## config.mk

```make
export PLATFORM = sky130hd
export DESIGN_NAME = step_seq_ctrl
export DESIGN_NICKNAME = d
export VERILOG_FILES = /design/src/rtl/step_seq_pkg.sv /design/src/rtl/step_seq_table.sv /design/src/rtl/step_seq_ctrl.sv
export SDC_FILE = /design/constraint.sdc
export NUM_CORES = 1
export LEC_CHECK = 0
export CAP_MARGIN = 0
export CORE_ASPECT_RATIO = 1.25
export CORE_MARGIN = 5
export CORE_UTILIZATION = 60
export DETAILED_ROUTE_END_ITERATION = 6
export GPL_TIMING_DRIVEN = 0
export PLACE_DENSITY_LB_ADDON = 0.08
export SYNTH_ARGS = -nofsm -noshare
export SYNTH_HDL_FRONTEND = slang
export SYNTH_SLANG_ARGS = --single-unit
export TNS_END_PERCENT = 100
```

## constraint.sdc

```tcl
create_clock -name clk -period 3.9 [get_ports clk]
set_input_delay 0.78 -clock clk [delete_from_list [all_inputs] [get_ports clk]]
set_output_delay 0.78 -clock clk [all_outputs]
set_load 0.02 [all_outputs]
```

## src/rtl/step_seq_pkg.sv

```systemverilog
// Shared types for the step sequencer: FSM state encoding and a small state helper.
package step_seq_pkg;

  typedef enum logic [1:0] {
    IDLE = 2'd0,
    RSTF = 2'd1,
    RUN  = 2'd2,
    FIN  = 2'd3
  } state_t;

  function automatic logic is_busy(input state_t s);
    return (s != IDLE);
  endfunction

endpackage

```

## src/rtl/step_seq_table.sv

```systemverilog
// DEPTH-entry {level, dwell} register file: one synchronous write port, one async read port.
module step_seq_table
  import step_seq_pkg::*;
#(
  parameter int WIDTH   = 18,
  parameter int DEPTH   = 8,
  parameter int DWELL_W = 16,
  parameter int AW      = $clog2(DEPTH)
) (
  input  logic                    clk,
  input  logic                    rst,
  input  logic                    we,
  input  logic [AW-1:0]           wr_addr,
  input  logic signed [WIDTH-1:0] wr_level,
  input  logic [DWELL_W-1:0]      wr_dwell,
  input  logic [AW-1:0]           rd_idx,
  output logic signed [WIDTH-1:0] rd_level,
  output logic [DWELL_W-1:0]      rd_dwell
);

  typedef struct packed {
    logic signed [WIDTH-1:0] level;
    logic [DWELL_W-1:0]      dwell;
  } step_t;

  step_t mem_r [DEPTH];

  // Table storage; cleared on reset so a fresh run outputs zero levels.
  always_ff @(posedge clk or negedge rst) begin
    if (!rst) begin
      for (int i = 0; i < DEPTH; i++) begin
        mem_r[i] <= '0;
      end
    end else if (we) begin
      mem_r[wr_addr] <= '{level: wr_level, dwell: wr_dwell};
    end
  end

  assign rd_level = mem_r[rd_idx].level;
  assign rd_dwell = mem_r[rd_idx].dwell;

endmodule

```

## src/rtl/step_seq_ctrl.sv

```systemverilog
// Table-driven staircase stimulus sequencer with timed filter reset and busy/done handshake.
// Optional macro STEP_SEQ_LOOP_EN adds a 'loop' input for continuous cycling until abort.
module step_seq_ctrl
  import step_seq_pkg::*;
#(
  parameter int WIDTH   = 18,
  parameter int DEPTH   = 8,
  parameter int DWELL_W = 16,
  parameter int RST_CYC = 4
) (
  input  logic                         clk,
  input  logic                         rst,
  input  logic                         cfg_we,
  input  logic [$clog2(DEPTH)-1:0]     cfg_addr,
  input  logic signed [WIDTH-1:0]      cfg_level,
  input  logic [DWELL_W-1:0]           cfg_dwell,
  input  logic [$clog2(DEPTH):0]       cfg_len,
  input  logic                         start,
  input  logic                         abort,
`ifdef STEP_SEQ_LOOP_EN
  input  logic                         loop,
`endif
  output logic signed [WIDTH-1:0]      v_in_o,
  output logic                         filt_rst,
  output logic                         busy,
  output logic                         done,
  output logic [$clog2(DEPTH)-1:0]     step_idx
);

  localparam int AW    = $clog2(DEPTH);
  localparam int LEN_W = AW + 1;

  state_t                  state_r, state_nxt_s;
  logic [DWELL_W-1:0]      cnt_r, cnt_nxt_s;
  logic [AW-1:0]           idx_r, idx_nxt_s;
  logic [LEN_W-1:0]        len_r, len_nxt_s;
  logic                    loop_r, loop_nxt_s;
  logic                    load_rst_s, load_dwell_s, dec_s, last_s, loop_req_s;
  logic signed [WIDTH-1:0] rd_level_s;
  logic [DWELL_W-1:0]      rd_dwell_s;
  logic signed [WIDTH-1:0] v_in_r;
  logic                    filt_rst_r, busy_r, done_r;

`ifdef STEP_SEQ_LOOP_EN
  assign loop_req_s = loop;
`else
  assign loop_req_s = 1'b0;
`endif

  // The table is read at the next index so the registered level lines up with the new step.
  step_seq_table #(
    .WIDTH  (WIDTH),
    .DEPTH  (DEPTH),
    .DWELL_W(DWELL_W)
  ) u_table (
    .clk     (clk),
    .rst     (rst),
    .we      (cfg_we && !busy_r),
    .wr_addr (cfg_addr),
    .wr_level(cfg_level),
    .wr_dwell(cfg_dwell),
    .rd_idx  (idx_nxt_s),
    .rd_level(rd_level_s),
    .rd_dwell(rd_dwell_s)
  );

  assign last_s = ({1'b0, idx_r} == (len_r - LEN_W'(1)));

  // Next-state, step index and run-parameter latching; abort outranks counter expiry.
  always_comb begin
    state_nxt_s  = state_r;
    idx_nxt_s    = idx_r;
    len_nxt_s    = len_r;
    loop_nxt_s   = loop_r;
    load_rst_s   = 1'b0;
    load_dwell_s = 1'b0;
    dec_s        = 1'b0;
    case (state_r)
      IDLE: begin
        if (start) begin
          state_nxt_s = RSTF;
          idx_nxt_s   = '0;
          len_nxt_s   = (cfg_len > LEN_W'(DEPTH)) ? LEN_W'(DEPTH) : cfg_len;
          loop_nxt_s  = loop_req_s;
          load_rst_s  = 1'b1;
        end else begin
          state_nxt_s = IDLE;
        end
      end
      RSTF: begin
        if (abort) begin
          state_nxt_s = FIN;
        end else if (cnt_r == DWELL_W'(1)) begin
          if (len_r == '0) begin
            state_nxt_s = FIN;
          end else begin
            state_nxt_s  = RUN;
            idx_nxt_s    = '0;
            load_dwell_s = 1'b1;
          end
        end else begin
          dec_s = 1'b1;
        end
      end
      RUN: begin
        if (abort) begin
          state_nxt_s = FIN;
        end else if (cnt_r == DWELL_W'(1)) begin
          if (!last_s) begin
            idx_nxt_s    = idx_r + AW'(1);
            load_dwell_s = 1'b1;
          end else if (loop_r) begin
            idx_nxt_s    = '0;
            load_dwell_s = 1'b1;
          end else begin
            state_nxt_s = FIN;
          end
        end else begin
          dec_s = 1'b1;
        end
      end
      FIN:     state_nxt_s = IDLE;
      default: state_nxt_s = IDLE;
    endcase
  end

  // Shared down-counter: RSTF length, then per-step dwell with zero promoted to one.
  always_comb begin
    cnt_nxt_s = cnt_r;
    if (load_dwell_s) begin
      cnt_nxt_s = (rd_dwell_s == '0) ? DWELL_W'(1) : rd_dwell_s;
    end else if (load_rst_s) begin
      cnt_nxt_s = DWELL_W'(RST_CYC);
    end else if (dec_s) begin
      cnt_nxt_s = cnt_r - DWELL_W'(1);
    end else begin
      cnt_nxt_s = cnt_r;
    end
  end

  // State and registered outputs decoded from the next state.
  always_ff @(posedge clk or negedge rst) begin
    if (!rst) begin
      state_r    <= IDLE;
      cnt_r      <= '0;
      idx_r      <= '0;
      len_r      <= '0;
      loop_r     <= 1'b0;
      v_in_r     <= '0;
      filt_rst_r <= 1'b1;
      busy_r     <= 1'b0;
      done_r     <= 1'b0;
    end else begin
      state_r    <= state_nxt_s;
      cnt_r      <= cnt_nxt_s;
      idx_r      <= idx_nxt_s;
      len_r      <= len_nxt_s;
      loop_r     <= loop_nxt_s;
      v_in_r     <= (state_nxt_s == RUN) ? rd_level_s : '0;
      filt_rst_r <= (state_nxt_s == RSTF);
      busy_r     <= is_busy(state_nxt_s);
      done_r     <= (state_nxt_s == FIN);
    end
  end

  assign v_in_o   = v_in_r;
  assign filt_rst = filt_rst_r;
  assign busy     = busy_r;
  assign done     = done_r;
  assign step_idx = idx_r;

endmodule

```

==> key figures, run 1 <==
Outcome
  • Outcome: complete, no violations

Clock tree
  • TritonCTS clock tree: yes
  • H-tree depth: 1
  • Clock-pin slew on the worst setup and hold paths: 0.06 ns
  • Later-pin clock latency in the skew report: 0.56 ns
  • Postcts setup bufs: 0
  • CTS Buffer Depth: 3
  • Hold-fix buffers at CTS: 0
  • TritonCTS Sinks: 318
  • Total CTS buffers: 31
  • Root Buffer: clkbuf_16

Worst setup path
  • Most common cell on crit path: nand4_1
  • CP Max Fanout: 10
  • Critical path endpoint category: flop
  • Worst EP arrival: 4.19 ns
  • CP cell instances: nor3_1 -> nand4_1 -> nor3b_2 -> nand4_1 -> and3_1 -> buf_4 -> inv_2 -> buf_6 -> clkbuf_1 -> buf_2 -> nand3_1 -> a21oi_1
  • Worst Setup Path Type: flop to flop
  • R2r worst-path depth: 12
  • Req. time, crit path: 4.34 ns
  • CP startpoint kind: flop
  • Slowest-stage cell, CP: clkbuf_1
  • Critical Path Max Stage Delay: 0.55 ns

Timing
  • Fmax: 267 MHz
  • Fin. max-slew vios: 0
  • RSZ-0062 raised after global routing: yes
  • Rel. slew slack: 0.227
  • Worst Tran Pin Value: about 1.2 ns
  • Final period util: 0.962
  • Final worst path period need: ~3.7 ns
  • Clock Skews: 0.00929 ns
  • Final setup viols: 0
  • Final hold vios: 0

Synthesis
  • Synthesized area per cell: between 10 and 15 um^2
  • Number of synthesized flops with an enable pin: 0
  • Mapped Cells: 1246
  • Mapped Area: 0.0149 mm^2
  • YS warnings: 0
  • Synth cell types: 67
  • Sequential fraction of the synthesis area: 0.535
  • Mapped Nets: 1300
  • Top_reg_cell synth: dfrtp_1
  • FF+latch count, synth: 318
  • Async set or reset register ratio after synthesis: 1.00

Final layout
  • Share of layout cells above drive strength 1: 0.290
  • Finished Cell Area: approximately 0.017 mm^2
  • Layout area overhead: 15.1%
  • Ant. Diodes: 0
  • Layout Utilization: 0.701
  • # nets final: between 1000 and 1500

Place
  • # port buffers: 67
  • Placed cell areas: around 0.016 mm^2
  • Post-DP HPWL: 24.5 mm
  • RD Place Congestion: 0.862

Pwr
  • Leakage: 0.00768 uW
  • Worst VDD drop: 0.422 mV
  • Post-layout total power: ~13000 uW
  • Power Density: 764 mW/mm^2

Route
  • 1st-pass router iterations: 5
  • Average routed wire per standard cell: roughly 21 um
  • Final wirelength: 36.3 mm
  • Antenna Nets Post-Route: 0
  • Detailed-route DRC error count: 0
  • DR vias: 10100
  • Starting DRT DRC Count: 570
  • Vias per cell: 5.96

Floorplan
  • # IOs: 70
  • Cell row count: 64
  • Die X: 151 um
  • Initial core utilization: 0.609
  • Core ar.: 0.0244 mm^2
  • DIE AREA: roughly 0.028 mm^2
  • Chip Height: approximately 190 um

GRT
  • GRT Util Overall: 0.267
  • First-pass GRT wire length: roughly 59 mm
  • Initial antenna violation count: 1
  • Number of global-route vias before repair: 10700
  • Pin count of the biggest net entering global routing: between 100 and 150
  • Grt ovf: 0

Hold path
  • Hold Crit Class: input pin to async pin

Flow run
  • Maxcap violations: 0
==> worst paths after layout <==
kind	startpoint	to	slack (ns)
worst max-delay path	cnt_r[2]$_DFFE_PN0P_	v_in_o[16]$_DFF_PN0_	0.15
worst min-delay path	rst	u_table.mem_r[250]$_DFFE_PN0P_	0.27
worst max register to register	cnt_r[2]$_DFFE_PN0P_	v_in_o[16]$_DFF_PN0_	0.15
worst min register to register	u_table.mem_r[14]$_DFFE_PN0P_	u_table.mem_r[14]$_DFFE_PN0P_	0.50
max in group asynchronous	rst	v_in_o[15]$_DFF_PN0_	2.10
min in group clk	u_table.mem_r[14]$_DFFE_PN0P_	u_table.mem_r[14]$_DFFE_PN0P_	0.50
==> flip-flops by register name (all words and copies together), names as in the netlist <==
signal / flops
done: 1
busy: 1
len_r: 4
state_r: 2
cnt_r: 16
u_table.mem_r: 272
step_idx: 3
filt_rst: 1
v_in_o: 18
==> final cells by class <==
| class | count | area [um^2] |
|---|---|---|
| Buffer | 75 | 418 |
| Multi-Input combinational cell | 836 | 6460 |
| Clock buffer | 47 | 936 |
| Tap cell | 330 | 413 |
| Clock inverter | 9 | 125 |
| Inverter | 17 | 66.3 |
| Timing Repair Buffer | 69 | 731 |
| Fill cell | 1814 | 7310 |
| Sequential cell | 318 | 7960 |
==> cells in the mapped netlist, drive strengths merged, types with 5 or more instances <==
master	count	area (um^2)
o21a	5	37.5
nor3b	7	57.6
mux2	298	3380
a221oi	12	130
mux2i	32	320
o22ai	13	87.6
dfrtp	317	7930
nand2	186	701
nor4	7	58.8
a21oi	33	165
buf	30	236
nor2	18	98.8
and2	7	43.8
nand3	116	581
nand4	6	37.5
a31oi	8	50.1
nor3	8	40.0
ha	8	100
clkbuf	45	169
and3	7	43.8
inv	17	66.3
o21ai	13	65.1
==> critical path: cells and delay by family, from the launching register on <==
family,cells,cell delay (ns)
AO/OA/AOI/OAI,1,0.30
buffers and inverters,5,1.35
flip-flops,1,0.44
AND/OR/NAND/NOR,6,1.54
==> cell usage in the layout (no fill, tap or decap), types with 8 or more instances in the layout <==
cell type        instances
a21oi_1                 33
ha_1                     8
clkbuf_16               31
nand2_1                185
clkbuf_8                10
mux2i_1                 32
o22ai_1                 12
nor3_1                   8
clkdlybuf4s50_1         66
clkbuf_1                41
buf_1                   10
o21ai_0                  9
nor2_1                  15
dfrtp_1                317
a31oi_1                  8
mux2_2                 286
nand3_1                116
inv_1                   15
clkbuf_2                10
==> kinds of logic after synthesis <==
kind of cell	synth area share
AND/OR/NAND/NOR	0.119
multiplexers	0.249
flip-flops	0.535
AO/OA/AOI/OAI	0.0534
buffers and inverters	0.0317
XOR/XNOR	0.00471
adder cells (fa/ha/maj)	0.00673
==> report_power, final <==
part           switching (uW)  total (uW)  internal (uW)
registers                 848        5710           4870
logic                    2020        4270           2250
clock network            1260        3100           1840
==> metrics by stage <==
stage / cells / TNS (ns) / worst slack [ns] / hold slack [ns]
4_1_cts: 1701 / 0 / 0.0931 / 0.290
3_5_place_dp: 1645 / -0.330 / -0.192 / 0.488
3_3_place_gp: 1643 / -3713.71 / -11.73 / 0.481
2_1_floorplan: 1246 / 0 / 0.973 / 0.473
5_1_grt: 1701 / 0 / 0.00310 / 0.325
6_report: 1701 / 0 / 0.150 / 0.269
==> metal layers <==
layer	GRT usage	share of wire
met1	0.337	0.41
met2	0.476	0.52
met3	0.0360	0.042
met4	0.0885	0.031
met5	0	0.00019
==> what timing repair did <==
action                     4_1_cts  5_1_grt
hold endpoints to repair         0        0
setup endpoints to repair        1       19
gates resized for setup          1       23
Power figures use the tool's default switching activity.
==> run 2: changes to the inputs <==
--- a/config.mk
+++ b/config.mk
@@ -12,6 +12,7 @@
 export DETAILED_ROUTE_END_ITERATION = 6
 export GPL_TIMING_DRIVEN = 0
 export PLACE_DENSITY_LB_ADDON = 0.08
+export REMOVE_ABC_BUFFERS = 1
 export SYNTH_ARGS = -nofsm -noshare
 export SYNTH_HDL_FRONTEND = slang
 export SYNTH_SLANG_ARGS = --single-unit
==> key figures, run 2 (same netlist as run 1, synthesis figures left out) <==
Outcome
  • Outcome: complete, no violations

Timing
  • Final period util: 0.955 (-0.00657)
  • Fmax: 269 MHz (+0.69%)
  • Final hold vios: 0 (unchanged)
  • Final worst path period need: 3.72 ns (-0.0256 ns)
  • Hold WS: 0.271 ns (+0.00218 ns)
  • RSZ-0062 raised after global routing: no
  • Rel. slew slack: 0.311 (+0.0841)
  • Worst Tran Pin Value: 1.03 ns (-0.126 ns)
  • Fin. max-slew vios: 0 (unchanged)
  • Setup WS post-layout: 0.176 ns (+0.0256 ns)
  • Clock Skews: 0.0151 ns (+0.00582 ns)
  • Final setup viols: 0 (unchanged)

Pwr
  • Post-layout total power: 12900 uW (-1.2%)
  • Worst VDD drop: 0.501 mV (+19%)
  • Power Density: 746 mW/mm^2 (-2.5%)
  • Leakage: 0.00779 uW (+1.4%)

Final layout
  • Sequential cell area: 0.00796 mm^2 (unchanged)
  • Commonest non-fill, non-tap cells in the layout: 317 x dfrtp_1, 286 x mux2_2, 181 x nand2_1, 116 x nand3_1, 68 x clkdlybuf4s50_1
  • Top reg by flops: u_table.mem_r
  • Finished Cell Area: 0.0173 mm^2 (+1.3%)
  • Area of the multi-input gates: 0.00658 mm^2 (+1.8%)
  • Layout Utilization: 0.710 (+0.00907)
  • Max reg flops: 272 (unchanged)
  • # nets final: 1370 (-2.3%)
  • Layout area overhead: 16.6%
  • Fillers: 1774 (-2.2%)
  • Share of layout cells above drive strength 1: 0.319 (+0.0291)
  • Most common cell after layout, fill and taps aside: dfrtp_1

Route
  • Starting DRT DRC Count: 573 (+0.53%)
  • Antenna Nets Post-Route: 0 (unchanged)
  • Average routed wire per standard cell: 22.1 um (+3.6%)
  • Detailed-route DRC error count: 0 (unchanged)
  • 1st-pass router iterations: 5 (unchanged)
  • Final wirelength: 36.9 mm (+1.6%)
  • Vias per cell: 6.02 (+0.95%)
  • DR vias: 10000 (-1.0%)

Floorplan
  • DIE AREA: 0.0280 mm^2 (unchanged)
  • Core ar.: 0.0244 mm^2 (unchanged)
  • Die X: 151 um (unchanged)
  • Initial core utilization: 0.609 (unchanged)
  • Cell row count: 64 (unchanged)
  • # IOs: 70 (unchanged)
  • Chip Height: 186 um (unchanged)

Worst setup path
  • CP startpoint kind: flop
  • Worst R2R Setup Slack: 0.18 ns (+0.03 ns)
  • Worst EP arrival: 4.21 ns (+0.02 ns)
  • Req. time, crit path: 4.38 ns (+0.04 ns)
  • FF-to-FF Start: len_r[0]$_DFFE_PN0P_
  • Critical path endpoint category: flop
  • Crit path launch: len_r[0]$_DFFE_PN0P_
  • Worst Setup Path Type: flop to flop
  • CP Max Fanout: 42 (+32)

GRT
  • First-pass GRT wire length: 58.1 mm (-1.1%)
  • Initial antenna violation count: 1 (unchanged)
  • GRT Util Overall: 0.266 (-0.00161)
  • Grt ovf: 0 (unchanged)
  • Pin count of the biggest net entering global routing: 124 (-0.80%)
  • Number of global-route vias before repair: 10400 (-3.3%)

Clock tree
  • Root Buffer: clkbuf_16
  • Later-pin clock latency in the skew report: 0.56 ns (about the same)
  • CTS Buffer Depth: 3 (unchanged)
  • Total CTS buffers: 31 (unchanged)
  • TritonCTS clock tree: yes
  • Clock-pin slew on the worst setup and hold paths: 0.07 ns (about the same)
  • TritonCTS Sinks: 318 (unchanged)
  • H-tree depth: 1 (unchanged)

Place
  • Post-DP HPWL: 20.9 mm (-15%)
  • # port buffers: 69 (+3.0%)
  • Placed cell areas: 0.0160 mm^2 (-0.20%)
  • RD Place Congestion: 0.862 (unchanged)
  • Setup slack at placement: -1.25 ns (-1.05 ns)

Hold path
  • Hold Crit Class: input pin to async pin

Flow run
  • Maxcap violations: 0 (unchanged)
run 2: changes by cell type in the layout (fill, tap and decap cells not counted), sizes merged, moves of 2 or more:
cell | before | now
clkbuf | 92 | 47
buf | 33 | 37
bufinv | 3 | 1
clkdlybuf4s50 | 66 | 68
clkinv | 4 | 6
o211a | 2 | 4
run 2: per-layer routing:
layer	track usage	vias to the layer above	part of all wire
li1	-	4588	-
met1	0.351	5154	0.43
met2	0.464	233	0.51
met3	0.0297	62	0.038
met4	0.0795	0	0.023
met5	0	-	0
run 2: report_power, final:
part | switching [uW] | leakage, uW | internal, uW | total, uW
logic | 1960 | 0.00339 | 2280 | 4230
clock network | 1260 | 0.000504 | 1720 | 2980
registers | 844 | 0.00389 | 4870 | 5710
run 2: through the flow:
step,TNS [ns],cells
after floorplan,-99.51,1171
after global placement,-4274.23,1570
after detailed placement,-20.78,1592
after CTS,0,1661
after global routing,0,1668
final,0,1668
run 2: timing repair:
item	in CTS	in global routing
pin swaps	5	4
setup endpoints to repair	34	10
hold buffers	0	0
cloned	5	2
resized for setup	18	7
setup buffers	10	4
run 2: worst paths after layout:
path,endpoint,depth (start not counted)
worst max register to register,cnt_r[0]$_DFFE_PN0P_,16
worst min register to register,u_table.mem_r[78]$_DFFE_PN0P_,1
min in group clk,u_table.mem_r[78]$_DFFE_PN0P_,1
worst min-delay path,cnt_r[2]$_DFFE_PN0P_,1
max in group asynchronous,u_table.mem_r[59]$_DFFE_PN0P_,2
worst max-delay path,cnt_r[0]$_DFFE_PN0P_,16
run 2: layout make-up:
type / count / share of cell area
antenna: 1 / 0.000144
clock buffer: 46 / 0.0544
clock inverter: 8 / 0.00433
inverter: 17 / 0.00592
multi-input combinational: 840 / 0.380
sequential: 318 / 0.459
tap: 330 / 0.0238
timing repair buffer: 107 / 0.0718
timing repair inverter: 1 / 0.000650
run 2: worst max-delay path, stage by stage (launching register included):
cell and delay, ns:
dfrtp_1 0.44, inv_1 0.07, ha_1 0.21, xnor2_1 0.22, o211a_1 0.23, nand2_1 0.17, a31o_1 0.37, nand2_4 0.14
buf_16 0.21, buf_16 0.26, clkinv_16 0.18, a21oi_1 0.21, a22o_1 0.17, a222oi_1 0.08, nor2_1 0.29, nand4_1 0.19
o21ai_1 0.15
==> run 3: changes to the inputs <==
--- a/config.mk
+++ b/config.mk
@@ -12,6 +12,7 @@
 export DETAILED_ROUTE_END_ITERATION = 6
 export GPL_TIMING_DRIVEN = 0
 export PLACE_DENSITY_LB_ADDON = 0.08
+export RECOVER_POWER = 50
 export REMOVE_ABC_BUFFERS = 1
 export SYNTH_ARGS = -nofsm -noshare
 export SYNTH_HDL_FRONTEND = slang
==> key figures, run 3 (same netlist as run 1, synthesis figures left out) <==
Timing
  • Fmax: 269 MHz (about the same)
  • Final worst path period need: 3.72 ns (-0.00140 ns)
  • Fin. max-slew vios: 100 (+100)
  • Rel. slew slack: -0.718 (-1.03)
  • Final setup viols: 0 (unchanged)
  • Final hold vios: 0 (unchanged)
  • RSZ-0062 raised after global routing: no
  • Final period util: 0.955 (about the same)
  • Clock Skews: 0.0168 ns (+0.00171 ns)
  • Worst Tran Pin Value: 2.58 ns (+1.55 ns)

Floorplan
  • Core ar.: 0.0244 mm^2 (unchanged)
  • Chip Height: 186 um (unchanged)
  • Initial core utilization: 0.609 (unchanged)
  • Die X: 151 um (unchanged)
  • DIE AREA: 0.0280 mm^2 (unchanged)
  • # IOs: 70 (unchanged)
  • Cell row count: 64 (unchanged)

Clock tree
  • TritonCTS clock tree: yes
  • Clock-pin slew on the worst setup and hold paths: 0.06 ns (about the same)
  • TritonCTS Sinks: 318 (unchanged)
  • H-tree depth: 1 (unchanged)
  • Root Buffer: clkbuf_16
  • Hold-fix buffers at CTS: 0 (unchanged)
  • Later-pin clock latency in the skew report: 0.56 ns (about the same)
  • Total CTS buffers: 31 (unchanged)
  • CTS Buffer Depth: 3 (unchanged)

Pwr
  • Clock share of power: 0.231 (about the same)
  • Power Density: 747 mW/mm^2 (+0.16%)
  • Post-layout total power: 12900 uW (-0.11%)
  • Power share of the combinational group: 0.327 (about the same)
  • Internal power: 8860 uW (about the same)
  • Sequential share of power: 0.442 (about the same)
  • Switching power: 4050 uW (-0.25%)
  • Worst VDD drop: 0.500 mV (about the same)
  • Sw Ratio: 0.313 (-0.000424)
  • Leakage: 0.00777 uW (-0.27%)

Route
  • Starting DRT DRC Count: 569 (-0.70%)
  • Average routed wire per standard cell: 22.1 um (-0.29%)
  • Final wirelength: 36.8 mm (-0.29%)
  • Routed length on met2: 18.8 mm (-0.59%)
  • Vias per cell: 6.00 (-0.34%)
  • Antenna Nets Post-Route: 0 (unchanged)
  • M1 wire length: 15.6 mm (-1.4%)
  • Detailed-route DRC error count: 0 (unchanged)
  • 1st-pass router iterations: 5 (unchanged)
  • Met3 WL: 1.62 mm (+16%)
  • Highest Signal Layer: met4
  • DR vias: 10000 (-0.34%)

Worst setup path
  • CP cell instances: inv_1 -> ha_1 -> xnor2_1 -> o211a_1 -> nand2_1 -> a31o_1 -> nand2_4 -> buf_16 -> buf_16 -> clkinv_16 -> a21oi_1 -> a22o_1 -> a222oi_1 -> nor2_1 -> nand4_1 -> o21ai_1
  • Most common cell on crit path: buf_16
  • Worst EP arrival: 4.21 ns (about the same)
  • CP startpoint kind: flop
  • CP Max Fanout: 42 (unchanged)
  • Req. time, crit path: 4.39 ns (about the same)
  • Critical path endpoint category: flop
  • Critical Path Max Stage Delay: 0.44 ns (about the same)
  • Slowest-stage cell, CP: dfrtp_1
  • Worst Setup Path Type: flop to flop

Place
  • Placed cell count: 1592 (unchanged)
  • RD Place Congestion: 0.862 (unchanged)
  • Post-DP HPWL: 20.9 mm (unchanged)
  • # port buffers: 69 (unchanged)
  • Placed cell areas: 0.0160 mm^2 (unchanged)

Hold path
  • Hold Crit Class: flop to flop

Final layout
  • Fillers: 1780 (+0.34%)
  • Max reg flops: 272 (unchanged)
  • Layout area overhead: 16.3%
  • Top reg by flops: u_table.mem_r
  • Finished Cell Area: 0.0173 mm^2 (-0.27%)
  • # nets final: 1370 (unchanged)
  • Most common cell after layout, fill and taps aside: dfrtp_1
  • Commonest non-fill, non-tap cells in the layout: 317 x dfrtp_1, 286 x mux2_2, 181 x nand2_1, 116 x nand3_1, 67 x clkdlybuf4s50_1
  • Final std cells w/o fill: 1668 (unchanged)
  • Share of layout cells above drive strength 1: 0.316 (-0.00224)
  • Layout Utilization: 0.708 (-0.00189)

Outcome
  • Failing checks: max-capacitance violations, max-slew violations
  • Outcome: complete, but fails checks

Flow run
  • Maxcap violations: 1 (+1)

GRT
  • GRT Util Overall: 0.266 (unchanged)
  • Number of global-route vias before repair: 10400 (unchanged)
  • Initial antenna violation count: 1 (unchanged)
  • Grt ovf: 0 (unchanged)
  • Pin count of the biggest net entering global routing: 124 (unchanged)
  • First-pass GRT wire length: 58.1 mm (unchanged)
[run 3: final cells by class]
cell class	count	area [um^2]	area share
inverter	17	103	0.00594
multi-input combinational	840	6580	0.381
antenna	1	2.50	0.000145
timing repair inverter	1	11.3	0.000651
timing repair buffer	107	1200	0.0696
sequential	318	7960	0.460
clock inverter	8	75.1	0.00434
tap	330	413	0.0239
clock buffer	46	942	0.0545
[run 3: metrics by stage]
stage / worst slack, ns / setup TNS [ns] / hold slack (ns)
finish: 0.177 / 0 / 0.501
global route: 0.0153 / 0 / 0.510
CTS: 0.00318 / 0 / 0.303
detailed placement: -1.25 / -20.78 / 0.492
global placement: -11.70 / -4274.23 / 0.482
floorplan: -3.71 / -99.51 / 0.473
[run 3: path summary, 6_finish.rpt]
check / depth (start not counted) / startpoint / slack (ns) / end
worst min-delay path: 1 / u_table.mem_r[78]$_DFFE_PN0P_ / 0.50 / u_table.mem_r[78]$_DFFE_PN0P_
worst max-delay path: 16 / len_r[0]$_DFFE_PN0P_ / 0.18 / cnt_r[0]$_DFFE_PN0P_
max in group asynchronous: 2 / rst / 0.74 / u_table.mem_r[31]$_DFFE_PN0P_
worst min register to register: 1 / u_table.mem_r[78]$_DFFE_PN0P_ / 0.50 / u_table.mem_r[78]$_DFFE_PN0P_
worst max register to register: 16 / len_r[0]$_DFFE_PN0P_ / 0.18 / cnt_r[0]$_DFFE_PN0P_
min in group asynchronous: 1 / rst / 1.02 / cnt_r[2]$_DFFE_PN0P_
[run 3: critical path, delay by kind of cell, from the launching register on]
family | cells | cell delay [ns]
AO/OA/AOI/OAI | 6 | 1.20
AND/OR/NAND/NOR | 4 | 0.78
adder cells (fa/ha/maj) | 1 | 0.21
buffers and inverters | 4 | 0.72
XOR/XNOR | 1 | 0.22
flip-flops | 1 | 0.44
[run 3: routing by layer]
layer / vias to the layer above / GRT usage
met5: - / 0
met4: 0 / 0.0795
li1: 4587 / -
met3: 61 / 0.0297
met1: 5105 / 0.351
met2: 250 / 0.464
[run 3: power groups by stage]
| stage | Combinational, uW | Clock (uW) | Sequential (uW) |
|---|---|---|---|
| floorplan | 3120 | 0 | 5570 |
| global placement | 4030 | 0 | 5660 |
| detailed placement | 4070 | 0 | 5720 |
| CTS | 4170 | 3030 | 5670 |
| global route | 4650 | 3190 | 5880 |
| finish | 4220 | 2980 | 5710 |
[run 3: timing repair]
| item | in CTS | in global routing |
|---|---|---|
| cloned | 5 | 2 |
| endpoints found under the setup margin | 34 | 10 |
| setup buffers | 10 | 4 |
| pin swaps | 5 | 4 |
| gates resized for setup | 18 | 7 |
